### config.mk
export PLATFORM = sky130hd
export DESIGN_NAME = branch_resolve_flat
export DESIGN_NICKNAME = d
export VERILOG_FILES = /design/src/rtl/branch_resolve_if.sv /design/src/rtl/branch_resolve.sv /design/src/flat_wrapper.sv
export SDC_FILE = /design/constraint.sdc
export NUM_CORES = 1
export LEC_CHECK = 0
export ABC_AREA = 1
export BUFFER_PORTS_ARGS = -buffer_cell sky130_fd_sc_hd__clkbuf_2
export CORE_MARGIN = 5
export CORE_UTILIZATION = 50
export CTS_CLUSTER_SIZE = 8
export DETAILED_ROUTE_END_ITERATION = 8
export GPL_TIMING_DRIVEN = 0
export HOLD_SLACK_MARGIN = 0.08
export MAX_ROUTING_LAYER = met4
export PLACE_DENSITY = 0.7
export RECOVER_POWER = 25
export SLEW_MARGIN = 20
export SYNTH_ARGS = -nofsm -noshare
export SYNTH_HDL_FRONTEND = slang
export SYNTH_SLANG_ARGS = --single-unit
### constraint.sdc
create_clock -name clock -period 5.25 [get_ports clock]
set_clock_uncertainty 0.1 [all_clocks]
set_input_delay 0.2625 -clock clock [delete_from_list [all_inputs] [get_ports clock]]
set_output_delay 0.2625 -clock clock [all_outputs]
set_load 0.02 [all_outputs]
### src/rtl/branch_resolve_if.sv
// Branch-resolve bundle: issue/flag inputs toward the resolver and the
// redirect/status outputs coming back from it.
interface branch_resolve_if #(
    parameter int XLEN  = 32,
    parameter int DEPTH = 4
);
    localparam int CNT_W = $clog2(DEPTH) + 1;

    logic             new_jmp;
    logic [2:0]       jmp_type;
    logic [XLEN-1:0]  imm;
    logic [XLEN-1:0]  pc;
    logic [XLEN-1:0]  jalr_base;
    logic             flag_valid;
    logic [3:0]       alu_csr;
    logic [XLEN-1:0]  newPC;
    logic             ctrlFetch;
    logic             global_reset;
    logic [CNT_W-1:0] pending;
    logic             full;
    logic             err;

    modport master (
        output new_jmp, jmp_type, imm, pc, jalr_base, flag_valid, alu_csr,
        input  newPC, ctrlFetch, global_reset, pending, full, err
    );

    modport slave (
        input  new_jmp, jmp_type, imm, pc, jalr_base, flag_valid, alu_csr,
        output newPC, ctrlFetch, global_reset, pending, full, err
    );
endinterface

### src/rtl/branch_resolve.sv
// Branch resolver: queues conditional branches in issue order, resolves the
// oldest one when compare flags arrive, and redirects fetch (with a flush)
// for taken branches and unconditional jumps one cycle after the trigger.
module branch_resolve #(
    parameter int XLEN    = 32,
    parameter int DEPTH   = 4,
    parameter int PC_SKEW = 8
) (
    input logic              clock,
    input logic              reset,
    branch_resolve_if.slave  bus
);
    localparam int PTR_W = $clog2(DEPTH);
    localparam int CNT_W = PTR_W + 1;
    localparam logic [CNT_W-1:0] DEPTH_C = CNT_W'(DEPTH);
    localparam logic [CNT_W-1:0] CNT_ONE = CNT_W'(1);
    localparam logic [PTR_W-1:0] PTR_ONE = PTR_W'(1);

    localparam logic [2:0] F_BEQ  = 3'b000;
    localparam logic [2:0] F_BNE  = 3'b001;
    localparam logic [2:0] F_JAL  = 3'b010;
    localparam logic [2:0] F_JALR = 3'b011;
    localparam logic [2:0] F_BLT  = 3'b100;
    localparam logic [2:0] F_BGE  = 3'b101;
    localparam logic [2:0] F_BLTU = 3'b110;
    localparam logic [2:0] F_BGEU = 3'b111;

    // Branch condition from {negative, overflow, carry(borrow), zero} of rs1-rs2.
    function automatic logic cond_eval(input logic [2:0] funct3, input logic [3:0] csr);
        logic n, v, c, z, r;
        n = csr[3];
        v = csr[2];
        c = csr[1];
        z = csr[0];
        case (funct3)
            F_BEQ:   r = z;
            F_BNE:   r = ~z;
            F_BLT:   r = n ^ v;
            F_BGE:   r = ~(n ^ v);
            F_BLTU:  r = c;
            F_BGEU:  r = ~c;
            default: r = 1'b0;
        endcase
        return r;
    endfunction

    // The supplied pc runs PC_SKEW ahead of the branch instruction itself.
    function automatic logic [XLEN-1:0] rel_target(input logic [XLEN-1:0] pc_v,
                                                   input logic [XLEN-1:0] imm_v);
        return pc_v + imm_v - XLEN'(PC_SKEW);
    endfunction

    logic [2:0]      type_mem [DEPTH];
    logic [XLEN-1:0] tgt_mem  [DEPTH];

    logic [PTR_W-1:0] head_q, head_d;
    logic [PTR_W-1:0] tail_q, tail_d;
    logic [CNT_W-1:0] cnt_q, cnt_d;
    logic             full_q, full_d;
    logic [XLEN-1:0]  newpc_q, newpc_d;
    logic             ctrl_fetch_q, gbl_reset_q, redirect_d;
    logic             err_q, err_d;

    logic             wr_en_s;
    logic [XLEN-1:0]  wr_tgt_s;
    logic             empty_s, is_full_s, pop_s, taken_s;
    logic             is_jal_s, is_jalr_s, is_cond_s, push_s;
    logic [2:0]       head_type_s;
    logic [XLEN-1:0]  head_tgt_s;

    assign head_type_s = type_mem[head_q];
    assign head_tgt_s  = tgt_mem[head_q];
    assign empty_s     = (cnt_q == '0);
    assign is_full_s   = (cnt_q == DEPTH_C);
    assign pop_s       = bus.flag_valid & ~empty_s;
    assign taken_s     = pop_s & cond_eval(head_type_s, bus.alu_csr);
    assign is_jal_s    = bus.new_jmp & (bus.jmp_type == F_JAL);
    assign is_jalr_s   = bus.new_jmp & (bus.jmp_type == F_JALR);
    assign is_cond_s   = bus.new_jmp & ~is_jal_s & ~is_jalr_s;
    assign wr_tgt_s    = rel_target(bus.pc, bus.imm);

    // Next-state: a taken head wins over everything and flushes the queue;
    // otherwise handle jump redirects, pop, and push independently.
    always_comb begin
        head_d     = head_q;
        tail_d     = tail_q;
        cnt_d      = cnt_q;
        newpc_d    = newpc_q;
        redirect_d = 1'b0;
        err_d      = err_q;
        wr_en_s    = 1'b0;
        push_s     = 1'b0;

        if (taken_s) begin
            redirect_d = 1'b1;
            newpc_d    = head_tgt_s;
            head_d     = '0;
            tail_d     = '0;
            cnt_d      = '0;
        end else begin
            if (is_jal_s) begin
                redirect_d = 1'b1;
                newpc_d    = wr_tgt_s;
            end else if (is_jalr_s) begin
                redirect_d = 1'b1;
                newpc_d    = (bus.jalr_base + bus.imm) & ~XLEN'(1);
            end else begin
                redirect_d = 1'b0;
            end

            // A pop in the same cycle frees the slot, so a full queue still accepts.
            if (is_cond_s && (!is_full_s || pop_s)) begin
                push_s  = 1'b1;
                wr_en_s = 1'b1;
                tail_d  = tail_q + PTR_ONE;
            end else if (is_cond_s) begin
                err_d = 1'b1;
            end else begin
                push_s = 1'b0;
            end

            if (pop_s) begin
                head_d = head_q + PTR_ONE;
            end else begin
                head_d = head_q;
            end

            case ({push_s, pop_s})
                2'b10:   cnt_d = cnt_q + CNT_ONE;
                2'b01:   cnt_d = cnt_q - CNT_ONE;
                default: cnt_d = cnt_q;
            endcase
        end

        if (bus.flag_valid && empty_s) begin
            err_d = 1'b1;
        end else begin
            err_d = err_d;
        end

        full_d = (cnt_d == DEPTH_C);
    end

    // State and registered outputs; reset clears everything and overrides inputs.
    always_ff @(posedge clock) begin
        if (reset) begin
            head_q       <= '0;
            tail_q       <= '0;
            cnt_q        <= '0;
            full_q       <= 1'b0;
            newpc_q      <= '0;
            ctrl_fetch_q <= 1'b0;
            gbl_reset_q  <= 1'b0;
            err_q        <= 1'b0;
        end else begin
            head_q       <= head_d;
            tail_q       <= tail_d;
            cnt_q        <= cnt_d;
            full_q       <= full_d;
            newpc_q      <= newpc_d;
            ctrl_fetch_q <= redirect_d;
            gbl_reset_q  <= redirect_d;
            err_q        <= err_d;
        end
    end

    // Queue storage; validity is tracked by the pointers, so no reset needed.
    always_ff @(posedge clock) begin
        if (wr_en_s) begin
            type_mem[tail_q] <= bus.jmp_type;
            tgt_mem[tail_q]  <= wr_tgt_s;
        end
    end

    assign bus.newPC        = newpc_q;
    assign bus.ctrlFetch    = ctrl_fetch_q;
    assign bus.global_reset = gbl_reset_q;
    assign bus.pending      = cnt_q;
    assign bus.full         = full_q;
    assign bus.err          = err_q;
endmodule

### src/flat_wrapper.sv
// flat-port wrapper written by rule: the top's interface ports become plain ports
module branch_resolve_flat 
#(
    parameter int XLEN    = 32,
    parameter int DEPTH   = 4,
    parameter int PC_SKEW = 8
)
  (clock, reset, bus_new_jmp, bus_jmp_type, bus_imm, bus_pc, bus_jalr_base, bus_flag_valid, bus_alu_csr, bus_newPC, bus_ctrlFetch, bus_global_reset, bus_pending, bus_full, bus_err);
  branch_resolve_if #(.XLEN(XLEN), .DEPTH(DEPTH)) bus_i ();
  input logic clock;
  input logic reset;
  input wire logic [$bits(bus_i.new_jmp)-1:0] bus_new_jmp;
  input wire logic [$bits(bus_i.jmp_type)-1:0] bus_jmp_type;
  input wire logic [$bits(bus_i.imm)-1:0] bus_imm;
  input wire logic [$bits(bus_i.pc)-1:0] bus_pc;
  input wire logic [$bits(bus_i.jalr_base)-1:0] bus_jalr_base;
  input wire logic [$bits(bus_i.flag_valid)-1:0] bus_flag_valid;
  input wire logic [$bits(bus_i.alu_csr)-1:0] bus_alu_csr;
  output wire logic [$bits(bus_i.newPC)-1:0] bus_newPC;
  output wire logic [$bits(bus_i.ctrlFetch)-1:0] bus_ctrlFetch;
  output wire logic [$bits(bus_i.global_reset)-1:0] bus_global_reset;
  output wire logic [$bits(bus_i.pending)-1:0] bus_pending;
  output wire logic [$bits(bus_i.full)-1:0] bus_full;
  output wire logic [$bits(bus_i.err)-1:0] bus_err;
  assign bus_i.new_jmp = bus_new_jmp;
  assign bus_i.jmp_type = bus_jmp_type;
  assign bus_i.imm = bus_imm;
  assign bus_i.pc = bus_pc;
  assign bus_i.jalr_base = bus_jalr_base;
  assign bus_i.flag_valid = bus_flag_valid;
  assign bus_i.alu_csr = bus_alu_csr;
  assign bus_newPC = bus_i.newPC;
  assign bus_ctrlFetch = bus_i.ctrlFetch;
  assign bus_global_reset = bus_i.global_reset;
  assign bus_pending = bus_i.pending;
  assign bus_full = bus_i.full;
  assign bus_err = bus_i.err;
  branch_resolve #(.XLEN(XLEN), .DEPTH(DEPTH), .PC_SKEW(PC_SKEW)) u_core (.clock(clock), .reset(reset), .bus(bus_i));
endmodule
# --- After elaboration in Yosys (flattened, before gate mapping) ---
# Memories as Yosys holds them, arrays and structs flattened. A register that Yosys moved wholly into a read port is not among the register bits.
# Cells that the tools add are included.
op_classes:
  shifts: 0
  order_cmp: 0
  addsub: 7
  n_eq_ne: 13
  n_reduce_logical: 10
  mul: 0
  muxes: 22
  n_div: 0
  bitwise_logic: 13
op_table:
  columns: ["cell", "count"]
  rows:
  - ["$mux W32", 3]
  - ["$add A32 B32 Y32", 2]
  - ["$sub A32 B4 Y32 const B", 1]
  - ["$eq A3 B3 Y1 const B", 6]
  - ["$mux W1", 12]
  - ["$mux W2", 4]
  - ["$and A1 B1 Y1", 6]
  - ["$eq A3 B2 Y1 const B", 2]
  - ["$logic_not A3 Y1", 2]
  - ["$not A1 Y1", 6]
  - ["$pmux W1 S6", 1]
  - ["$pmux W3 S2", 1]
  - ["$add A2 B1 Y2 const B", 2]
  - ["$ne A2 B2 Y1 const B", 2]
  - ["$add A3 B1 Y3 const B", 1]
  - ["$eq A3 B1 Y1 const B", 1]
  - ["$mux W3", 1]
  - ["$reduce_and A3 Y1", 1]
  - ["$reduce_bool A3 Y1", 1]
  - ["$sub A3 B1 Y3 const B", 1]
  - ["$eq A2 B1 Y1 const B", 1]
  - ["$eq A2 B2 Y1 const B", 1]
  - ["$logic_and A1 B1 Y1", 2]
  - ["$reduce_bool A2 Y1", 1]
  - ["4 further kinds", 4]
totals:
  mem_count: 2
  ramBits: 140
  word_cells: 74
  ff_bits: 42
  inputBits: 107
  output_inout_bits: 39
  romBits: 0
  latchBits: 0
mem_list:
  columns: ["memory", "words", "width", "rd", "rd_ports_with_merged_regs", "write_ports", "line", "text"]
  rows:
  - ["u_core.tgt_mem", 4, 32, 1, 1, 1, "branch_resolve.sv:54", "logic [XLEN-1:0] tgt_mem [DEPTH];"]
  - ["u_core.type_mem", 4, 3, 1, 1, 1, "branch_resolve.sv:53", "logic [2:0] type_mem [DEPTH];"]

# --- Depth between registers and ports, before layout ---
depth:
  depth_word: 12
  mapped_depth: 18
  depth_no_buf: 17

# --- Worst setup path after synthesis ---
# OpenSTA, ideal clock, no wires.
synth_timing:
  path_kind: "register to register"
  start: "reg with a tool-made name"
  end: "mem u_core.tgt_mem[0][0] (enable)"
  synth_period_minus_slack_ns: 3.472
  arrival_ns: 2.945
  setup_slack_ns: 1.778
  path_stages_with_launch: 17
  required_ns: 4.723
  path_buffers: 3
  cell_sequence: "dfxtp_1 > buf_6 > inv_4 > nand2_1 > nand3_2 > nand2_2 > nand2_1 > inv_2 > nand2_1 > nand3_1 > nand2_1 > clkinv_4 > nand2_8 > buf_8 > buf_6 > nand2_1 > nor2_1"
synth_lines:
  columns: ["element", "line"]
  rows:
  - ["end, declared", "branch_resolve.sv:54"]

==> out/qor.yml <==
logic_synthesis:
  synth_area_leaders: "edfxtp_1 (32%), nand2_1 (16%), inv_1 (11%), ha_1 (9.0%), dfxtp_1 (6.7%)"
  synth_top_cell_by_area: "edfxtp_1"
  avgSynthCellArea_um2: 7.121
  ys_types: 43
  syn-num-nets: 2063
  ys_warn_count: 0
  syn_area_mm2: 0.01323
  synth_seq_cells: 184
  synthArstFlopShare_pct: 0
  yosys.cell_count.top_type: "nand2_1"
  synth_ff_type: "edfxtp_1"
  synth_top_cell_area_share_pct: 31.77
  yosysSeqAreaShare_pct: 38.43
  synth-edff-count: 140
  syn_inst: 1858
  synthTopCellsByCount: "nand2_1 (564), inv_1 (371), nor2_1 (164)"
floorplan:
  num_rows: 59
  die_h_um: 172.7
  fp.dieW_um: 172.7
  io_pins: 146
  core_mm2: 0.02606
  start_util_pct: 50.78
  dieArea_mm2: 0.02982
power_and_ir_drop:
  combPwrFrac_pct: 41.4
  power_density_mw_per_mm2: 364.9
  total_leakage_power_nw: 7.664
  sequentialPowerShare_pct: 35.2
  p_sw_share_pct: 40.91
  power.internal_mw: 3.250
  vdd.ir_drop.worst_v: 0.0003225
  netSwitchingPower_mw: 2.250
  clkPwrFrac_pct: 23.4
setup_path:
  max_stage_delay_ns: 0.62
  critical-path-slowest-cell: "nor2_4"
  critPathArrivalTime_ns: 3.53
  worstPathRequired_ns: 5.28
  end_kind: "flop"
  cp_max_fo: 19
  crit_chain: "buf_4 > inv_4 > nand3_2 > nand2_2 > inv_1 > nand3_1 > nand3_1 > nand2_1 > clkinvlp_2 > nand2_8 > buf_8 > buf_6 > nand2_1 > nor2_4 > buf_16"
  critPathLaunchType: "flop"
  path_class: "flop to flop"
global_routing:
  grt_pass1_vias: 11640
  antenna_found_initial: 0
  gr-total-overflow: 0
  grt_usage_pct: 25.49
  grt_pass1_wl_um: 59660
  grt_max_degree: 23
timing:
  finalSetupViolations: 0
  hold_viol_final: 0
  worst_slew_pin_slew_ns: 0.7342
  maxSlewHeadroom_pct: 51.05
  max_freq_mhz: 285.7
  slew_violations: 0
  rsz0062_at_grt: "no"
  min_period_ns: 3.500
  fin_crit_sh_pct: 66.67
  hold_ws_ns: 0.1091
  setup-tns-final_ns: 0
finish:
  seq_area_mm2: 0.005085
  multi_input_area_mm2: 0.006495
  drive_gt1_share_pct: 8.815
  n_fill_cell: 2497
  n_antenna_cell: 0
  fin_nets: 2234
  flow.area_growth_from_synthesis_pct: 13.92
clocking:
  cts_setup_buffers: 0
  clkTransAtPathRegs_ns: 0.07
  h-tree-depth: 4
  cts_buffer_depth: 2
  cts.sinks: 184
  cts_made_buffers: 17
  cts_tree: "yes"
  clock_latency_ns: 0.43
  root_buffer: "clkbuf_16"
drt:
  dr.pass1.iters: 5
  drc: 0
  post_drt_wl_per_cell_um: 15.96
  first_iter_violations: 914
  vias: 12260
  vias_per_cell: 5.159
  wirelength_um: 37950
  ant_nets: 0
flow_run:
  maxCapViolations: 0
outcome:
  status: "finished, final reports clean"
worst_hold_path:
  min_path_type: "input pin to flop"
  hold_start: "bus_flag_valid"
place:
  hpwlAfterDp_um: 30050
  gp_congestion: 1.004
  io_buffer_count: 145
[logic make-up after synthesis]
family / share of synthesized area [%]
buffers and inverters: 12.69
adders and majority gates: 9.437
xor gates and xnor gates: 1.920
AOI/OAI and AO/OA: 8.227
and+or+nand+nor: 29.30
DFF: 38.43
[cell type report]
type | count | share of cell area (%)
clock inverter | 15 | 1.204
inverter | 378 | 9.463
clock buffer | 17 | 2.822
multi-input combinational | 1252 | 43.09
buffer | 44 | 1.652
sequential | 184 | 33.73
timing repair buffer | 152 | 5.254
tap | 335 | 2.781
[what timing repair did]
action                                 in CTS  in global routing
hold buffers                                3                  0
resized for setup                           0                  0
endpoints found under the hold margin      11                  0
[power groups by stage]
stage / registers [mW] / clock network, mW / logic [mW]
floorplan: 2.05 / 0 / 1.44
global placement: 1.97 / 0 / 2.20
detailed placement: 1.97 / 0 / 2.26
CTS: 1.94 / 1.28 / 2.28
global route: 1.96 / 1.35 / 2.52
finish: 1.94 / 1.29 / 2.28
[layout by cell type, fill, tap and decap left out, drive strengths merged, types with 9 or more instances in the layout]
cell    netlist  layout
nand2       569     569
inv         376     384
clkbuf       24     186
nor2        164     164
edfxtp      140     140
nand3       116     116
ha           95      95
o21ai        86      86
a21oi        71      71
dfxtp        44      44
o22ai        29      29
nand3b       25      25
buf          20      24
xor2         20      20
and2         18      18
nor3         10      10
xnor2         9       9
or2           9       9
[per-layer routing]
metal / GRT usage, % / vias up / share of wire (%) / wire length, µm
li1: - / 6209 / - / -
met1: 33.41 / 5556 / 44 / 16690
met2: 42.68 / 441 / 47 / 17970
met3: 2.336 / 58 / 6.5 / 2461
met4: 6.944 / 0 / 2.2 / 822
met5: - / - / 0 / 0
[flip-flops by register name (all words and copies together) (netlist names), named ones only]
register	flops
u_core.bus.err	1
u_core.tail_q	2
u_core.tgt_mem	128
u_core.type_mem	12
u_core.head_q	2
u_core.bus.newPC	32
u_core.bus.full	1
u_core.bus.ctrlFetch	1
u_core.bus.pending	3
[critical path: cells and delay by family (launching register included)]
| kind | cells | cell delay, ns |
|---|---|---|
| AND/OR/NAND/NOR | 8 | 1.49 |
| buffers and inverters | 7 | 1.27 |
| flip-flops | 1 | 0.30 |
[path summary, 6_finish.rpt]
kind | end | slack, ns | depth (start not counted)
hold reg to reg | u_core.bus.newPC[29] | 0.37 | 2
hold / removal | u_core.bus.err | 0.11 | 5
setup / recovery | u_core.tgt_mem[3][19] | 1.75 | 15
setup reg to reg | u_core.tgt_mem[3][19] | 1.75 | 15
[metrics by stage]
stage	worst slack (ns)	util [%]	std cells	instance area, µm²	total power [mW]
finish	1.750	57.84	2377	15070	5.500
global placement	0.2955	55.17	2338	14380	4.172
CTS	2.042	58.09	2377	15140	5.501
global route	1.524	57.84	2377	15070	5.831
floorplan	1.778	-	1858	13230	3.493
detailed placement	2.070	55.65	2342	14500	4.230
No activity file was read; power rests on OpenSTA's default activity.
